File: src/rtl/cache_opr_seq_pkg.sv
// cache_opr_pkg: shared types, command codes and decode helpers for the
// cache operation sequencer (cache_opr_seq).
package cache_opr_pkg;

  localparam int NUM_OPR = 8;

  typedef enum logic [2:0] {
    IDLE  = 3'd0,
    ISSUE = 3'd1,
    WAIT  = 3'd2,
    DONE  = 3'd3,
    ERR   = 3'd4
  } state_e;

  typedef enum logic [1:0] {
    ERR_NONE        = 2'd0,
    ERR_ILLEGAL_CMD = 2'd1,
    ERR_TIMEOUT     = 2'd2,
    ERR_ABORT       = 2'd3
  } err_code_e;

  // Trace command codes grouped by the stage mask they select.
  localparam logic [3:0] CMD_FULL_A = 4'd0;
  localparam logic [3:0] CMD_FULL_B = 4'd1;
  localparam logic [3:0] CMD_FULL_C = 4'd2;
  localparam logic [3:0] CMD_PART_A = 4'd3;
  localparam logic [3:0] CMD_PART_B = 4'd4;
  localparam logic [3:0] CMD_PART_C = 4'd5;
  localparam logic [3:0] CMD_PART_D = 4'd6;
  localparam logic [3:0] CMD_TAIL   = 4'd8;
  localparam logic [3:0] CMD_TAG    = 4'd9;

  typedef struct packed {
    logic               legal;
    logic [NUM_OPR-1:0] mask;
  } mask_dec_t;

  typedef struct packed {
    logic       found;
    logic [2:0] idx;
  } stage_sel_t;

  // Map a command code to its stage mask; unknown codes are flagged illegal.
  function automatic mask_dec_t cmd_to_mask(input logic [3:0] cmd);
    mask_dec_t r;
    r.legal = 1'b1;
    r.mask  = 8'h00;
    case (cmd)
      CMD_FULL_A, CMD_FULL_B, CMD_FULL_C:             r.mask = 8'hFF;
      CMD_PART_A, CMD_PART_B, CMD_PART_C, CMD_PART_D: r.mask = 8'h65;
      CMD_TAIL:                                       r.mask = 8'hC0;
      CMD_TAG:                                        r.mask = 8'h01;
      default:                                        r.legal = 1'b0;
    endcase
    return r;
  endfunction

  // Lowest set mask bit strictly above idx.
  function automatic stage_sel_t next_stage(input logic [NUM_OPR-1:0] mask,
                                            input logic [2:0] idx);
    stage_sel_t r;
    r.found = 1'b0;
    r.idx   = 3'd0;
    for (int i = NUM_OPR - 1; i >= 0; i--) begin
      if (mask[i] && (i > int'(idx))) begin
        r.found = 1'b1;
        r.idx   = 3'(i);
      end
    end
    return r;
  endfunction

endpackage

File: src/rtl/cache_opr_seq_if.sv
// cache_opr_seq_if: command handshake from the trace parser plus the
// start/done strobes to the operation stages.
interface cache_opr_seq_if #(parameter int ADDR_W = 32);
  import cache_opr_pkg::*;

  logic               req_valid;
  logic               req_ready;
  logic [3:0]         req_cmd;
  logic [ADDR_W-1:0]  req_addr;
  logic [NUM_OPR-1:0] opr_start;
  logic [NUM_OPR-1:0] opr_done;

  modport slave (
    input  req_valid, req_cmd, req_addr, opr_done,
    output req_ready, opr_start
  );

  modport master (
    output req_valid, req_cmd, req_addr, opr_done,
    input  req_ready, opr_start
  );
endinterface

File: src/rtl/cache_opr_seq_watchdog.sv
// cache_opr_watchdog: counts consecutive enabled cycles; expired is high
// once TIMEOUT_CYC-1 cycles have been counted, so the TIMEOUT_CYC-th
// enabled cycle is the one that sees it.
module cache_opr_watchdog #(
  parameter int TIMEOUT_CYC = 64
) (
  input  logic clk,
  input  logic rstb,
  input  logic clear,
  input  logic enable,
  output logic expired
);
  localparam int CW = (TIMEOUT_CYC > 2) ? $clog2(TIMEOUT_CYC) : 1;

  logic [CW-1:0] cnt_r;

  assign expired = (cnt_r == CW'(TIMEOUT_CYC - 1));

  // Wait-cycle counter, cleared on each new stage issue, stops at expiry.
  always_ff @(posedge clk or negedge rstb) begin
    if (!rstb) begin
      cnt_r <= '0;
    end else if (clear) begin
      cnt_r <= '0;
    end else if (enable && !expired) begin
      cnt_r <= cnt_r + CW'(1);
    end else begin
      cnt_r <= cnt_r;
    end
  end
endmodule

File: src/rtl/cache_opr_seq.sv
// cache_opr_seq: accepts one trace command, pulses opr_start for each
// enabled stage in ascending order waiting for each done, then reports
// seq_done or seq_err. Optional feature macro: CACHE_OPR_SEQ_WATCHDOG_EN
// builds the per-stage wait watchdog and the TIMEOUT error.
module cache_opr_seq
  import cache_opr_pkg::*;
#(
  parameter int TIMEOUT_CYC = 64,
  parameter int ADDR_W      = 32
) (
  input  logic              clk,
  input  logic              rstb,
  cache_opr_seq_if.slave    bus,
  input  logic              abort,
  output logic [3:0]        cur_cmd,
  output logic [ADDR_W-1:0] cur_addr,
  output logic              busy,
  output logic              seq_done,
  output logic              seq_err,
  output logic [1:0]        err_code,
  output logic [2:0]        err_stage
);
  if (TIMEOUT_CYC < 2) begin : g_bad_timeout
    $error("cache_opr_seq: TIMEOUT_CYC must be at least 2");
  end

  state_e             state_r;
  logic [2:0]         idx_r;
  logic [NUM_OPR-1:0] mask_r;
  logic [3:0]         cur_cmd_r;
  logic [ADDR_W-1:0]  cur_addr_r;
  err_code_e          err_code_r;
  logic [2:0]         err_stage_r;

  mask_dec_t          dec_s;
  stage_sel_t         first_s;
  stage_sel_t         next_s;
  logic               done_hit_s;
  logic [NUM_OPR-1:0] start_s;

`ifdef CACHE_OPR_SEQ_WATCHDOG_EN
  logic wd_expired_s;

  cache_opr_watchdog #(.TIMEOUT_CYC(TIMEOUT_CYC)) u_watchdog (
    .clk     (clk),
    .rstb    (rstb),
    .clear   (state_r == ISSUE),
    .enable  ((state_r == WAIT) && !abort && !done_hit_s),
    .expired (wd_expired_s)
  );
`endif

  // Command decode and next-stage lookup for the FSM.
  always_comb begin
    dec_s      = cmd_to_mask(bus.req_cmd);
    next_s     = next_stage(mask_r, idx_r);
    done_hit_s = bus.opr_done[idx_r];
    if (dec_s.mask[0]) begin
      first_s = '{found: 1'b1, idx: 3'd0};
    end else begin
      first_s = next_stage(dec_s.mask, 3'd0);
    end
  end

  // One-hot start pulse decoded from the registered state and index.
  always_comb begin
    start_s = '0;
    if (state_r == ISSUE) begin
      start_s[idx_r] = 1'b1;
    end else begin
      start_s = '0;
    end
  end

  assign bus.opr_start = start_s;
  assign bus.req_ready = (state_r == IDLE);
  assign busy          = (state_r != IDLE);
  assign seq_done      = (state_r == DONE);
  assign seq_err       = (state_r == ERR);
  assign cur_cmd       = cur_cmd_r;
  assign cur_addr      = cur_addr_r;
  assign err_code      = err_code_r;
  assign err_stage     = err_stage_r;

  // Sequencer FSM: accept, issue/wait per stage, then report.
  always_ff @(posedge clk or negedge rstb) begin
    if (!rstb) begin
      state_r     <= IDLE;
      idx_r       <= 3'd0;
      mask_r      <= '0;
      cur_cmd_r   <= 4'd0;
      cur_addr_r  <= '0;
      err_code_r  <= ERR_NONE;
      err_stage_r <= 3'd0;
    end else begin
      case (state_r)
        IDLE: begin
          if (bus.req_valid) begin
            cur_cmd_r   <= bus.req_cmd;
            cur_addr_r  <= bus.req_addr;
            mask_r      <= dec_s.mask;
            err_stage_r <= 3'd0;
            if (dec_s.legal) begin
              idx_r      <= first_s.idx;
              err_code_r <= ERR_NONE;
              state_r    <= ISSUE;
            end else begin
              err_code_r <= ERR_ILLEGAL_CMD;
              state_r    <= ERR;
            end
          end else begin
            state_r <= IDLE;
          end
        end
        ISSUE: begin
          if (abort) begin
            err_code_r  <= ERR_ABORT;
            err_stage_r <= idx_r;
            state_r     <= ERR;
          end else begin
            state_r <= WAIT;
          end
        end
        WAIT: begin
          if (abort) begin
            err_code_r  <= ERR_ABORT;
            err_stage_r <= idx_r;
            state_r     <= ERR;
          end else if (done_hit_s) begin
            if (next_s.found) begin
              idx_r   <= next_s.idx;
              state_r <= ISSUE;
            end else begin
              state_r <= DONE;
            end
          end
`ifdef CACHE_OPR_SEQ_WATCHDOG_EN
          else if (wd_expired_s) begin
            err_code_r  <= ERR_TIMEOUT;
            err_stage_r <= idx_r;
            state_r     <= ERR;
          end
`endif
          else begin
            state_r <= WAIT;
          end
        end
        DONE:    state_r <= IDLE;
        ERR:     state_r <= IDLE;
        default: state_r <= IDLE;
      endcase
    end
  end
endmodule
File: src/flat_wrapper.sv
// flat-port wrapper written by rule: the top's interface ports become plain ports
module cache_opr_seq_flat import cache_opr_pkg::*;
#(
  parameter int TIMEOUT_CYC = 64,
  parameter int ADDR_W      = 32
)
  (clk, rstb, abort, cur_cmd, cur_addr, busy, seq_done, seq_err, err_code, err_stage, bus_req_valid, bus_req_cmd, bus_req_addr, bus_opr_done, bus_req_ready, bus_opr_start);
  cache_opr_seq_if #(.ADDR_W(ADDR_W)) bus_i ();
  input  logic clk;
  input  logic rstb;
  input  logic abort;
  output logic [3:0] cur_cmd;
  output logic [ADDR_W-1:0] cur_addr;
  output logic busy;
  output logic seq_done;
  output logic seq_err;
  output logic [1:0] err_code;
  output logic [2:0] err_stage;
  input wire logic [$bits(bus_i.req_valid)-1:0] bus_req_valid;
  input wire logic [$bits(bus_i.req_cmd)-1:0] bus_req_cmd;
  input wire logic [$bits(bus_i.req_addr)-1:0] bus_req_addr;
  input wire logic [$bits(bus_i.opr_done)-1:0] bus_opr_done;
  output wire logic [$bits(bus_i.req_ready)-1:0] bus_req_ready;
  output wire logic [$bits(bus_i.opr_start)-1:0] bus_opr_start;
  assign bus_i.req_valid = bus_req_valid;
  assign bus_i.req_cmd = bus_req_cmd;
  assign bus_i.req_addr = bus_req_addr;
  assign bus_i.opr_done = bus_opr_done;
  assign bus_req_ready = bus_i.req_ready;
  assign bus_opr_start = bus_i.opr_start;
  cache_opr_seq #(.TIMEOUT_CYC(TIMEOUT_CYC), .ADDR_W(ADDR_W)) u_core (.clk(clk), .rstb(rstb), .bus(bus_i), .abort(abort), .cur_cmd(cur_cmd), .cur_addr(cur_addr), .busy(busy), .seq_done(seq_done), .seq_err(seq_err), .err_code(err_code), .err_stage(err_stage));
endmodule
File: config.mk
export PLATFORM = sky130hd
export DESIGN_NAME = cache_opr_seq_flat
export DESIGN_NICKNAME = d
export VERILOG_FILES = /design/src/rtl/cache_opr_seq_pkg.sv /design/src/rtl/cache_opr_seq_if.sv /design/src/rtl/cache_opr_seq_watchdog.sv /design/src/rtl/cache_opr_seq.sv /design/src/flat_wrapper.sv
export SDC_FILE = /design/constraint.sdc
export NUM_CORES = 1
export LEC_CHECK = 0
export CORE_MARGIN = 2
export CORE_UTILIZATION = 44
export CTS_BUF_LIST = sky130_fd_sc_hd__clkbuf_8
export CTS_CLUSTER_SIZE = 8
export DETAILED_ROUTE_END_ITERATION = 10
export PLACE_DENSITY_LB_ADDON = 0.1
export RECOVER_POWER = 100
export SYNTH_ARGS = -nofsm -noshare
export SYNTH_HDL_FRONTEND = slang
export SYNTH_SLANG_ARGS = --single-unit
File: constraint.sdc
create_clock -name clk -period 2.15 [get_ports clk]
set_input_delay 0.5375 -clock clk [delete_from_list [all_inputs] [get_ports clk]]
set_output_delay 0.5375 -clock clk [all_outputs]
set_load 0.01 [all_outputs]
==> results by group, run 1 <==
Outcome
  • Run status: finished clean

STA
  • Fin. Hold Viols: 0
  • Fin Hold WS: 0.477 ns
  • Slew headroom: 5.51%
  • Setup TNS: 0 ns
  • Worst clock skew: 0.00932 ns
  • RSZ-0062 raised after global routing: yes
  • Slew Viols, Final: 0
  • Setup ws final: 0.0993 ns
  • Final Critical Period: 2.05 ns
  • Fmax: 0.488 GHz
  • Final-report setup violation count: 0
  • Crit share post-route: 95.4%
  • Slew @ Worst Pin: 1.42 ns

Detailed routing
  • WL met2: 3060 um
  • Total wire length: 6010 um
  • DRC viols: 0
  • Wirelength per Cell: 13.1 um
  • DRT iter0 DRCs: 138
  • Wire length on met3: 346 um
  • Top layer reached by signal wires: met4
  • Average vias per placed instance: 5.00
  • Via count: 2,297
  • First-pass detailed-route iteration total: 4
  • Wl on met1: 2550 um
  • DRT antenna net count: 0

Yosys
  • Yosys cell types: 42
  • Yosys synthesis warning count: 0
  • Post-Synthesis Mean Instance Area: 8.74 um^2
  • FF+latch count, synth: 51
  • Syn_nets: 324
  • Mapped Area: 2410 um^2
  • Proportion of synthesized chip area in sequential cells: 52.9%
  • Cells after Synth: 276

Critical path
  • Worst EP arrival: 1.51 ns
  • CP startpoint: u_core.state_r[0]$_DFF_PN0_
  • R2R Setup Slk: 0.14 ns
  • Startpoint types: flip-flop
  • CP bufs+invs: 2
  • Worst path max stage delay: 0.46 ns
  • Worst-path maximum fanout: 5
  • Critical Path End: bus_req_ready
  • Critical path cell sequence: or3_1, inv_1, dlygate4sd2_1
  • Critical path depth: 3
  • Reg-to-Reg Start: u_core.idx_r[0]$_DFFE_PN0P_
  • R2R cell count: 5
  • Worst EP required: 1.61 ns
  • Slowest cell on the critical path: dfrtp_1
  • R2R Path End: u_core.idx_r[1]$_DFFE_PN0P_
  • Critical Path Sink Type: output port
  • Delay-heaviest family, CP: flip-flops
  • Kind of critical path: reg -> out

Clock tree
  • Clk Latency, worst-skew pair: 0.31 ns
  • Hold_buf cts: 0
  • # clock sinks: 51
  • Clock-pin transition on the worst setup and hold timing paths: 0.10 ns
  • H-tree depth: 2
  • CTS Buffer Depth: 2
  • Root buf cell: clkbuf_8
  • CTS buffer count: 5
  • CTS tree: done

Place
  • Worst slack, placed: -0.174 ns
  • RD Place Congestion: 0.814
  • Post-Place Cells: 451
  • DPL Wire Length: 4520 um
  • IO buf count: 100

Cells and area
  • FILL cells: 428
  • Reg area: 1280 um^2
  • Synth-to-layout area growth: 52.2%
  • Layout cells sized above 1: 9.51%
  • Fin cells: 459
  • NumNets Final: 436
  • Antenna diodes: 0
  • Footprint of the multi-input gates: 1050 um^2

GRT
  • Grt ovf: 0
  • Largest net degree at the start of global routing: 28
  • First-pass GRT wire length: 10,500 um
  • Initial antenna violation count: 0
  • Total Routing Usage GR: 21.3%
  • Vias in the first global route: 2,320

Die
  • Die area: 6090 um^2
  • Chip Width: 78.1 um
  • Core area: 5200 um^2
  • Cell row count: 26
  • Die height: 78.1 um
  • Top-level I/O count: 101
  • Starting Density: 46.4%

Power and ir drop
  • VDD IR max: 0.910 mV
  • Leakage: 1.82 nW
  • Pwr per Cell Area: 1150 nW/um^2

Flow run
  • Max Cap Violations: 0

Worst hold path
  • Hold crit path type: reg -> reg
==> metrics by stage <==
stage          power, W  util, %  instance area (um^2)
2_1_floorplan   0.00268        -                  2410
3_3_place_gp    0.00386     69.7                  3630
3_5_place_dp    0.00392     69.7                  3630
4_1_cts         0.00448     71.2                  3700
5_1_grt         0.00458     70.6                  3670
6_report        0.00423     70.6                  3670
==> routing by layer <==
| layer | vias to the layer above | global-route usage, % |
|---|---|---|
| met5 | - | 0 |
| met2 | 61 | 36.1 |
| li1 | 1122 | - |
| met3 | 5 | 5.17 |
| met1 | 1109 | 27.6 |
| met4 | 0 | 5.44 |
==> worst register-to-register path, delay by kind of cell (launching register included) <==
kind | cells | cell delay (ns)
DFF | 1 | 0.55
muxes | 3 | 1.14
AOI/OAI and AO/OA | 1 | 0.11
and+or+nand+nor | 1 | 0.10
==> area by class of cell <==
cell class / count / area share [%]
multi-input combinational: 202 / 28.5
clock inverter: 3 / 0.647
tap: 70 / 2.38
clock buffer: 5 / 1.87
inverter: 7 / 0.715
sequential: 51 / 34.8
timing repair buffer: 121 / 31.1
==> report_power, final <==
| part | internal (W) | total, W | switching, W |
|---|---|---|---|
| clock network | 0.000233 | 0.000565 | 0.000332 |
| logic | 0.00103 | 0.00203 | 0.000995 |
| registers | 0.00136 | 0.00164 | 0.000275 |
==> cell usage after synthesis (all sizes together) <==
cell type / n / area share (%)
a2111o: 1 / 0.52
a211oi: 2 / 0.62
a21o: 3 / 0.93
a21oi: 5 / 1.0
a221oi: 1 / 0.36
a22o: 3 / 1.1
a311oi: 1 / 0.36
a31oi: 2 / 0.52
buf: 4 / 1.6
clkbuf: 12 / 1.9
dfrtp: 51 / 53
inv: 7 / 1.1
maj3: 1 / 0.41
mux2: 1 / 0.62
mux2i: 3 / 1.2
mux4: 2 / 2.0
nand2: 121 / 19
nand2b: 6 / 1.6
nand3: 1 / 0.21
nand3b: 2 / 0.62
nand4: 1 / 0.26
nor2: 17 / 2.6
nor2b: 1 / 0.26
nor3: 4 / 0.83
nor3b: 2 / 0.83
o2111ai: 2 / 0.98
o21ai: 6 / 1.2
o21bai: 3 / 0.93
o2bb2ai: 1 / 0.36
o31a: 1 / 0.36
o31ai: 1 / 0.31
o32a: 1 / 0.41
o41ai: 1 / 0.36
or2b: 1 / 0.31
or3: 3 / 0.78
or3b: 1 / 0.36
xnor2: 1 / 0.36
==> placed cells by master, fill, tap and decap left out, types with 2 or more instances in the layout <==
master / netlist / routed
buf_12: 0 / 2
dlygate4sd3_1: 0 / 42
nand2_1: 121 / 121
nor2_1: 17 / 16
a22o_1: 3 / 3
clkdlybuf4s50_1: 0 / 45
nand3b_1: 2 / 2
a211oi_1: 2 / 2
a21oi_1: 5 / 5
mux2i_1: 3 / 3
or3_1: 3 / 3
clkinvlp_4: 0 / 2
clkbuf_1: 12 / 5
buf_2: 1 / 2
o21ai_0: 6 / 6
dfrtp_1: 51 / 50
buf_4: 0 / 12
clkbuf_8: 0 / 5
nor3_2: 0 / 2
dlygate4sd2_1: 0 / 10
inv_1: 6 / 7
nand2b_1: 6 / 5
a21o_1: 3 / 3
nor3_1: 4 / 2
a31oi_1: 2 / 2
o21bai_1: 3 / 3
==> state kept, by name, summed over array words and instances, names as in the netlist <==
name / flops
u_core.cur_addr: 32
u_core.cur_cmd: 4
u_core.err_code: 2
u_core.err_stage: 3
u_core.idx_r: 3
u_core.mask_r: 4
u_core.state_r: 3
==> worst min path at each step <==
stage / slack [ns] / startpoint / end / cells past startpoint
5_1_grt: 0.51 / u_core.cur_addr[14]$_DFFE_PN0P_ / u_core.cur_addr[14]$_DFFE_PN0P_ / 2
3_5_place_dp: 0.46 / u_core.cur_addr[2]$_DFFE_PN0P_ / u_core.cur_addr[2]$_DFFE_PN0P_ / 2
2_1_floorplan: 0.24 / rstb / u_core.cur_addr[0]$_DFFE_PN0P_ / 0
4_1_cts: 0.23 / rstb / u_core.cur_addr[29]$_DFFE_PN0P_ / 1
3_3_place_gp: 0.46 / u_core.cur_addr[30]$_DFFE_PN0P_ / u_core.cur_addr[30]$_DFFE_PN0P_ / 2
6_report: 0.48 / u_core.cur_addr[2]$_DFFE_PN0P_ / u_core.cur_addr[2]$_DFFE_PN0P_ / 2
==> cells by family (layout without fill, tap and decap cells) <==
kind of cell             after synthesis  after routing  synth area share [%]
AO/OA/AOI/OAI                         34             34                  10.4
XOR/XNOR                               1              1                 0.363
adder cells (fa/ha/maj)                1              1                 0.415
buffers and inverters                 23            136                  4.56
flip-flops                            51             51                  52.9
multiplexers                           6              6                  3.89
AND/OR/NAND/NOR                      160            160                  27.5
==> repair_timing <==
item	4_1_cts	5_1_grt
gates cloned	0	0
gates resized for setup	11	10
setup endpoints to repair	11	9
setup buffers	0	0
pin swaps	0	0
Note: power is estimated with default switching activity, not from simulation.
==> run 2, diff against run 1 <==
Settings changed: CORE_MARGIN 2 to 1, SLEW_MARGIN set to 20.
==> run 2 against run 1 <==
  * Via count fell by 2.4%
  * Cell area fell by 1.4%
  * Flip-flop and latch count did not move
  * Worst setup slack improved by 0.0075 ns
  * Core utilization fell by 0.96 points
  * Wire length rose by 0.87%
  * Count of clock-buffer cells in the layout did not move
  * Largest cell class unchanged
==> results by group, run 2 (same netlist as run 1, synthesis figures left out) <==
Outcome
  • Run status: finished clean (unchanged)

GRT
  • Initial antenna violation count: 0 (unchanged)
  • First-pass GRT wire length: 10,400 um (was 10,500 um)
  • Vias in the first global route: 2,264 (was 2,320)
  • Total Routing Usage GR: 22.4% (was 21.3%)
  • Largest net degree at the start of global routing: 31 (was 28)
  • Grt ovf: 0 (unchanged)

Critical path
  • R2R cell count: 5 (unchanged)
  • Slowest cell on the critical path: dfrtp_1 (unchanged)
  • Worst-path maximum fanout: 4 (was 5)
  • Worst path max stage delay: 0.41 ns (was 0.46 ns)
  • Kind of critical path: reg -> out (unchanged)
  • R2R Path End: u_core.idx_r[1]$_DFFE_PN0P_ (unchanged)
  • Startpoint types: flip-flop (unchanged)
  • Critical Path Sink Type: output port (unchanged)
  • Critical path cell sequence: nand2b_1, nor2_2, nand2_1, nor2_1, clkdlybuf4s15_1 (was or3_1, inv_1, dlygate4sd2_1)
  • Worst EP required: 1.61 ns (about the same)
  • Worst EP arrival: 1.51 ns (about the same)
  • R2R Setup Slk: 0.15 ns (was 0.14 ns)
  • Reg-to-Reg Start: u_core.idx_r[0]$_DFFE_PN0P_ (unchanged)

Detailed routing
  • DRC viols: 0 (unchanged)
  • Via count: 2,241 (was 2,297)
  • Total wire length: 6060 um (was 6010 um)
  • DRT iter0 DRCs: 111 (was 138)
  • DRT antenna net count: 0 (unchanged)
  • Average vias per placed instance: 4.89 (was 5.00)
  • First-pass detailed-route iteration total: 4 (unchanged)
  • Wirelength per Cell: 13.2 um (was 13.1 um)

Die
  • Die height: 76.1 um (was 78.1 um)
  • Chip Width: 76.1 um (was 78.1 um)
  • Cell row count: 26 (unchanged)
  • Top-level I/O count: 101 (unchanged)
  • Core area: 5200 um^2 (unchanged)
  • Die area: 5790 um^2 (was 6090 um^2)
  • Starting Density: 46.4% (unchanged)

STA
  • Slew headroom: 23.3% (was 5.51%)
  • Final Critical Period: 2.04 ns (was 2.05 ns)
  • Crit share post-route: 95.0% (was 95.4%)
  • Worst clock skew: 0.00135 ns (was 0.00932 ns)
  • Setup TNS: 0 ns (unchanged)
  • Slew Viols, Final: 0 (unchanged)
  • Fin. Hold Viols: 0 (unchanged)
  • Fin Hold WS: 0.439 ns (was 0.477 ns)
  • Slew @ Worst Pin: 1.15 ns (was 1.42 ns)
  • RSZ-0062 raised after global routing: no (was yes)
  • Fmax: 0.489 GHz (was 0.488 GHz)
  • Final-report setup violation count: 0 (unchanged)

Power and ir drop
  • Comb pwr share: 46.9% (was 47.9%)
  • Flop pwr share: 38.3% (was 38.7%)
  • NetSw: 0.00157 W (was 0.00160 W)
  • Total power: 0.00428 W (was 0.00423 W)
  • Int Power: 0.00271 W (was 0.00263 W)
  • Clock share of power: 14.9% (was 13.3%)
  • Pwr per Cell Area: 1180 nW/um^2 (was 1150 nW/um^2)
  • VDD IR max: 0.715 mV (was 0.910 mV)
  • Sw Ratio: 36.7% (was 37.8%)
  • Leakage: 1.77 nW (was 1.82 nW)

Flow run
  • Max Cap Violations: 0 (unchanged)

Place
  • DP Area: 3590 um^2 (was 3630 um^2)
  • DPL Wire Length: 4530 um (was 4520 um)
  • RD Place Congestion: 0.809 (was 0.814)
  • IO buf count: 100 (unchanged)

Worst hold path
  • Hold crit path type: in -> async (was reg -> reg)

Cells and area
  • Commonest cells after routing, fill and taps aside: 121 x nand2_1, 51 x dfrtp_1, 44 x clkdlybuf4s50_1, 43 x dlygate4sd3_1, 16 x nor2_1 (was 121 x nand2_1, 50 x dfrtp_1, 45 x clkdlybuf4s50_1, 42 x dlygate4sd3_1, 16 x nor2_1)
  • Final core utilization: 69.6% (was 70.6%)
  • NumNets Final: 436 (unchanged)
  • Commonest non-fill, non-tap cell in the layout: nand2_1 (unchanged)
  • Antenna diodes: 0 (unchanged)
  • Design area: 3620 um^2 (was 3670 um^2)
  • Max reg flops: 32 (unchanged)
  • Synth-to-layout area growth: 50.1% (was 52.2%)
  • Layout cells sized above 1: 8.51% (was 9.51%)

Clock tree
  • Clock-pin transition on the worst setup and hold timing paths: 0.09 ns (was 0.10 ns)
  • H-tree depth: 2 (unchanged)
  • Clk Latency, worst-skew pair: 0.30 ns (was 0.31 ns)
  • CTS buffer count: 5 (unchanged)
  • CTS tree: done (unchanged)
  • Hold_buf cts: 0 (unchanged)
  • Root buf cell: clkbuf_8 (unchanged)
  • CTS Buffer Depth: 2 (unchanged)
  • # clock sinks: 51 (unchanged)
run 2: changes by cell type in the layout (fill, tap and decap cells not counted), sizes merged:
cell           change
buf                -2
bufinv             +1
clkbuf             +5
clkdlybuf4s15      +3
clkdlybuf4s25      +2
clkdlybuf4s50      -1
clkinvlp           -2
dlygate4sd2        -7
dlygate4sd3        +1
dlymetal6s4s       -1
run 2: worst max path at each step:
stage / from / to / slack, ns / depth (start not counted)
global route: u_core.state_r[2]$_DFF_PN0_ / bus_opr_start[3] / 0.01 / 5
floorplan: bus_opr_done[3] / u_core.idx_r[1]$_DFFE_PN0P_ / 0.28 / 5
detailed placement: bus_opr_done[3] / u_core.idx_r[1]$_DFFE_PN0P_ / -0.17 / 6
global placement: bus_opr_done[3] / u_core.idx_r[1]$_DFFE_PN0P_ / -0.16 / 6
CTS: u_core.state_r[0]$_DFF_PN0_ / busy / 0.007 / 2
finish: u_core.state_r[2]$_DFF_PN0_ / bus_opr_start[7] / 0.11 / 5
run 2: repair_timing:
item | in CTS | in global routing
resized for setup | 11 | 14
buffers inserted | 0 | 1
setup endpoints to repair | 10 | 9
endpoints found under the hold margin | 0 | 0
run 2: through the flow:
| stage | setup slack [ns] | instances |
|---|---|---|
| after floorplan | 0.284 | 276 |
| after global placement | -0.160 | 450 |
| after detailed placement | -0.173 | 450 |
| after CTS | 0.00696 | 457 |
| after global routing | 0.00965 | 458 |
| final | 0.107 | 458 |
run 2: power groups by stage:
| stage | clock (W) | sequential, W | combinational (W) |
|---|---|---|---|
| after floorplan | 0 | 0.00178 | 0.000899 |
| after global placement | 0 | 0.00164 | 0.00217 |
| after detailed placement | 0 | 0.00166 | 0.00222 |
| after CTS | 0.000650 | 0.00165 | 0.00221 |
| after global routing | 0.000690 | 0.00170 | 0.00223 |
| final | 0.000635 | 0.00164 | 0.00200 |
run 2: per-layer routing:
| metal | global-route usage (%) | up-vias | wire length, um |
|---|---|---|---|
| met5 | 0 | - | 0 |
| met4 | 6.92 | 0 | 70 |
| met3 | 4.55 | 7 | 337 |
| met2 | 40.3 | 55 | 3090 |
| met1 | 26.8 | 1057 | 2570 |
| li1 | - | 1122 | - |
run 2: critical path: cells and delay by family, from the launching register on:
family | cells | cell delay, ns
buffers and inverters | 1 | 0.25
DFF | 1 | 0.41
and+or+nand+nor | 4 | 0.55
run 2: layout make-up:
class	instances	area (um^2)
Fill cell	439	1580
Sequential cell	51	1280
Timing Repair Buffer	121	1100
Multi-Input combinational cell	202	1030
Tap cell	70	87.6
Clock buffer	5	68.8
Clock inverter	2	33.8
Inverter	7	26.3
==> run 3, diff against run 2 <==
Settings changed: CORE_UTILIZATION 44 to 43, CTS_BUF_LIST sky130_fd_sc_hd__clkbuf_8 to not set.
==> run 3 against run 2 <==
  * Hold slack worse by 0.017 ns
  * Cell area up 0.38%
  * Power fell by 1.8%
  * Global-route usage decreased by 1.2 points
  * Die area grew 2.3%
  * Critical endpoint is now bus_req_ready
  * Highest routed layer unchanged
==> results by group, run 3 (same netlist as run 1, synthesis figures left out) <==
Power and ir drop
  • Leakage: 1.81 nW (was 1.77 nW)
  • Clock share of power: 13.4% (was 14.9%)
  • Sw Ratio: 38.0% (was 36.7%)
  • Comb pwr share: 47.7% (was 46.9%)
  • NetSw: 0.00159 W (was 0.00157 W)
  • Flop pwr share: 39.0% (was 38.3%)
  • Pwr per Cell Area: 1150 nW/um^2 (was 1180 nW/um^2)
  • VDD IR max: 0.670 mV (was 0.715 mV)
  • Int Power: 0.00260 W (was 0.00271 W)

STA
  • Final-report setup violation count: 0 (unchanged)
  • Crit share post-route: 95.2% (was 95.0%)
  • Worst clock skew: 0.00902 ns (was 0.00135 ns)
  • Fin Hold WS: 0.422 ns (was 0.439 ns)
  • Final Critical Period: 2.05 ns (was 2.04 ns)
  • Fin. Hold Viols: 0 (unchanged)
  • Setup ws final: 0.103 ns (was 0.107 ns)
  • Slew @ Worst Pin: 1.15 ns (about the same)
  • RSZ-0062 raised after global routing: no (unchanged)
  • Slew Viols, Final: 0 (unchanged)
  • Setup TNS: 0 ns (unchanged)
  • Fmax: 0.488 GHz (was 0.489 GHz)
  • Slew headroom: 23.3% (about the same)

Critical path
  • Startpoint types: flip-flop (unchanged)
  • Worst-path maximum fanout: 4 (unchanged)
  • Critical Path Sink Type: output port (unchanged)
  • CP bufs+invs: 2 (was 1)
  • Worst EP arrival: 1.51 ns (about the same)
  • Delay-heaviest family, CP: flip-flops (was simple AND/OR/NAND/NOR gates)
  • Slowest cell on the critical path: dfrtp_1 (unchanged)
  • Critical path cell sequence: or3_1, inv_1, dlygate4sd2_1 (was nand2b_1, nor2_2, nand2_1, nor2_1, clkdlybuf4s15_1)
  • Worst path max stage delay: 0.44 ns (was 0.41 ns)
  • Worst EP required: 1.61 ns (about the same)
  • Kind of critical path: reg -> out (unchanged)

Detailed routing
  • DRT antenna net count: 0 (unchanged)
  • Average vias per placed instance: 4.92 (was 4.89)
  • First-pass detailed-route iteration total: 4 (unchanged)
  • DRC viols: 0 (unchanged)
  • DRT iter0 DRCs: 139 (was 111)
  • Total wire length: 5890 um (was 6060 um)
  • Wirelength per Cell: 12.9 um (was 13.2 um)
  • Via count: 2,244 (was 2,241)

Place
  • RD Place Congestion: 0.822 (was 0.809)
  • IO buf count: 100 (unchanged)
  • DPL Wire Length: 4310 um (was 4530 um)
  • Worst slack, placed: -0.169 ns (was -0.173 ns)

Clock tree
  • CTS buffer count: 5 (unchanged)
  • H-tree depth: 2 (unchanged)
  • Post-CTS setup-driven buffer insertion count: 0 (unchanged)
  • Clk Latency, worst-skew pair: 0.31 ns (was 0.30 ns)
  • Root buf cell: clkbuf_8 (unchanged)
  • Clock-pin transition on the worst setup and hold timing paths: 0.10 ns (was 0.09 ns)
  • CTS tree: done (unchanged)
  • CTS Buffer Depth: 2 (unchanged)
  • Hold_buf cts: 0 (unchanged)
  • # clock sinks: 51 (unchanged)

Cells and area
  • Antenna diodes: 0 (unchanged)
  • FILL cells: 457 (was 439)
  • Final core utilization: 69.0% (was 69.6%)
  • Layout cells sized above 1: 10.1% (was 8.51%)
  • Footprint of the multi-input gates: 1060 um^2 (was 1030 um^2)
  • Max reg flops: 32 (unchanged)
  • Synth-to-layout area growth: 50.7% (was 50.1%)
  • Commonest cells after routing, fill and taps aside: 119 x nand2_1, 50 x dfrtp_1, 45 x clkdlybuf4s50_1, 42 x dlygate4sd3_1, 16 x nor2_1 (was 121 x nand2_1, 51 x dfrtp_1, 44 x clkdlybuf4s50_1, 43 x dlygate4sd3_1, 16 x nor2_1)
  • Commonest non-fill, non-tap cell in the layout: nand2_1 (unchanged)
  • Reg area: 1280 um^2 (about the same)
  • NumNets Final: 433 (was 436)

GRT
  • Grt ovf: 0 (unchanged)
  • Largest net degree at the start of global routing: 41 (was 31)
  • First-pass GRT wire length: 9990 um (was 10,400 um)
  • Total Routing Usage GR: 21.2% (was 22.4%)
  • Initial antenna violation count: 0 (unchanged)
  • Vias in the first global route: 2,191 (was 2,264)

Die
  • Die height: 76.9 um (was 76.1 um)
  • Chip Width: 76.9 um (was 76.1 um)
  • Starting Density: 45.8% (was 46.4%)
  • Top-level I/O count: 101 (unchanged)
  • Cell row count: 26 (unchanged)
  • Core area: 5270 um^2 (was 5200 um^2)
  • Die area: 5920 um^2 (was 5790 um^2)

Flow run
  • Max Cap Violations: 0 (unchanged)

Outcome
  • Run status: finished clean (unchanged)

Worst hold path
  • Hold crit path type: in -> async (unchanged)
[run 3: cell types whose count changed in the layout (fill, tap and decap cells not counted), moves of 2 or more]
cell and delta:
nand2_2 +2, clkbuf_1 -4, buf_4 -3, clkbuf_4 +2, clkinv_2 +2, clkdlybuf4s15_1 -2, dlygate4sd2_1 +6, clkdlybuf4s25_1 -2
nand2_1 -2
[run 3: final cells by class]
| type | instances | area share [%] |
|---|---|---|
| multi-input cells | 202 | 29.1 |
| well taps | 70 | 2.41 |
| flip-flops and latches | 51 | 35.1 |
| clock buffers | 5 | 1.89 |
| clock inverters | 3 | 0.516 |
| inverters | 7 | 0.722 |
| repair buffers | 118 | 30.2 |
[run 3: worst paths after layout]
path | depth (start not counted) | endpoint | slack, ns | startpoint
setup / recovery | 3 | bus_req_ready | 0.10 | u_core.state_r[0]$_DFF_PN0_
hold / removal | 1 | u_core.cur_addr[0]$_DFFE_PN0P_ | 0.42 | rstb
setup reg to reg | 6 | u_core.idx_r[1]$_DFFE_PN0P_ | 0.12 | u_core.state_r[0]$_DFF_PN0_
hold reg to reg | 2 | u_core.cur_addr[8]$_DFFE_PN0P_ | 0.47 | u_core.cur_addr[8]$_DFFE_PN0P_
max in group asynchronous | 2 | u_core.cur_addr[18]$_DFFE_PN0P_ | 0.39 | rstb
min in group clk | 2 | u_core.cur_addr[8]$_DFFE_PN0P_ | 0.47 | u_core.cur_addr[8]$_DFFE_PN0P_
[run 3: what timing repair did]
item / in CTS / in global routing
setup endpoints to repair: 11 / 12
resized for setup: 11 / 15
pin swaps: 0 / 1
[run 3: power by group through the flow]
stage	Combinational (W)	Sequential, W	Clock [W]
after floorplan	0.000899	0.00178	0
after global routing	0.00223	0.00170	0.000610
after CTS	0.00218	0.00165	0.000577
after global placement	0.00216	0.00164	0
after detailed placement	0.00220	0.00165	0
final	0.00200	0.00164	0.000562
[run 3: per-layer routing]
layer	track usage (%)	share of wire (%)	wire length, um	vias to the layer above
met3	6.43	7.1	417	6
met5	0	0	0	-
met1	26.3	44	2610	1054
met2	35.7	48	2800	62
li1	-	-	-	1122
met4	5.19	1.0	61	0
[run 3: through the flow]
stage	total power (W)	instance area (um^2)	instances
finish	0.00420	3640	456
global route	0.00454	3640	456
CTS	0.00440	3650	456
detailed placement	0.00385	3580	448
global placement	0.00380	3580	448
floorplan	0.00268	2410	276
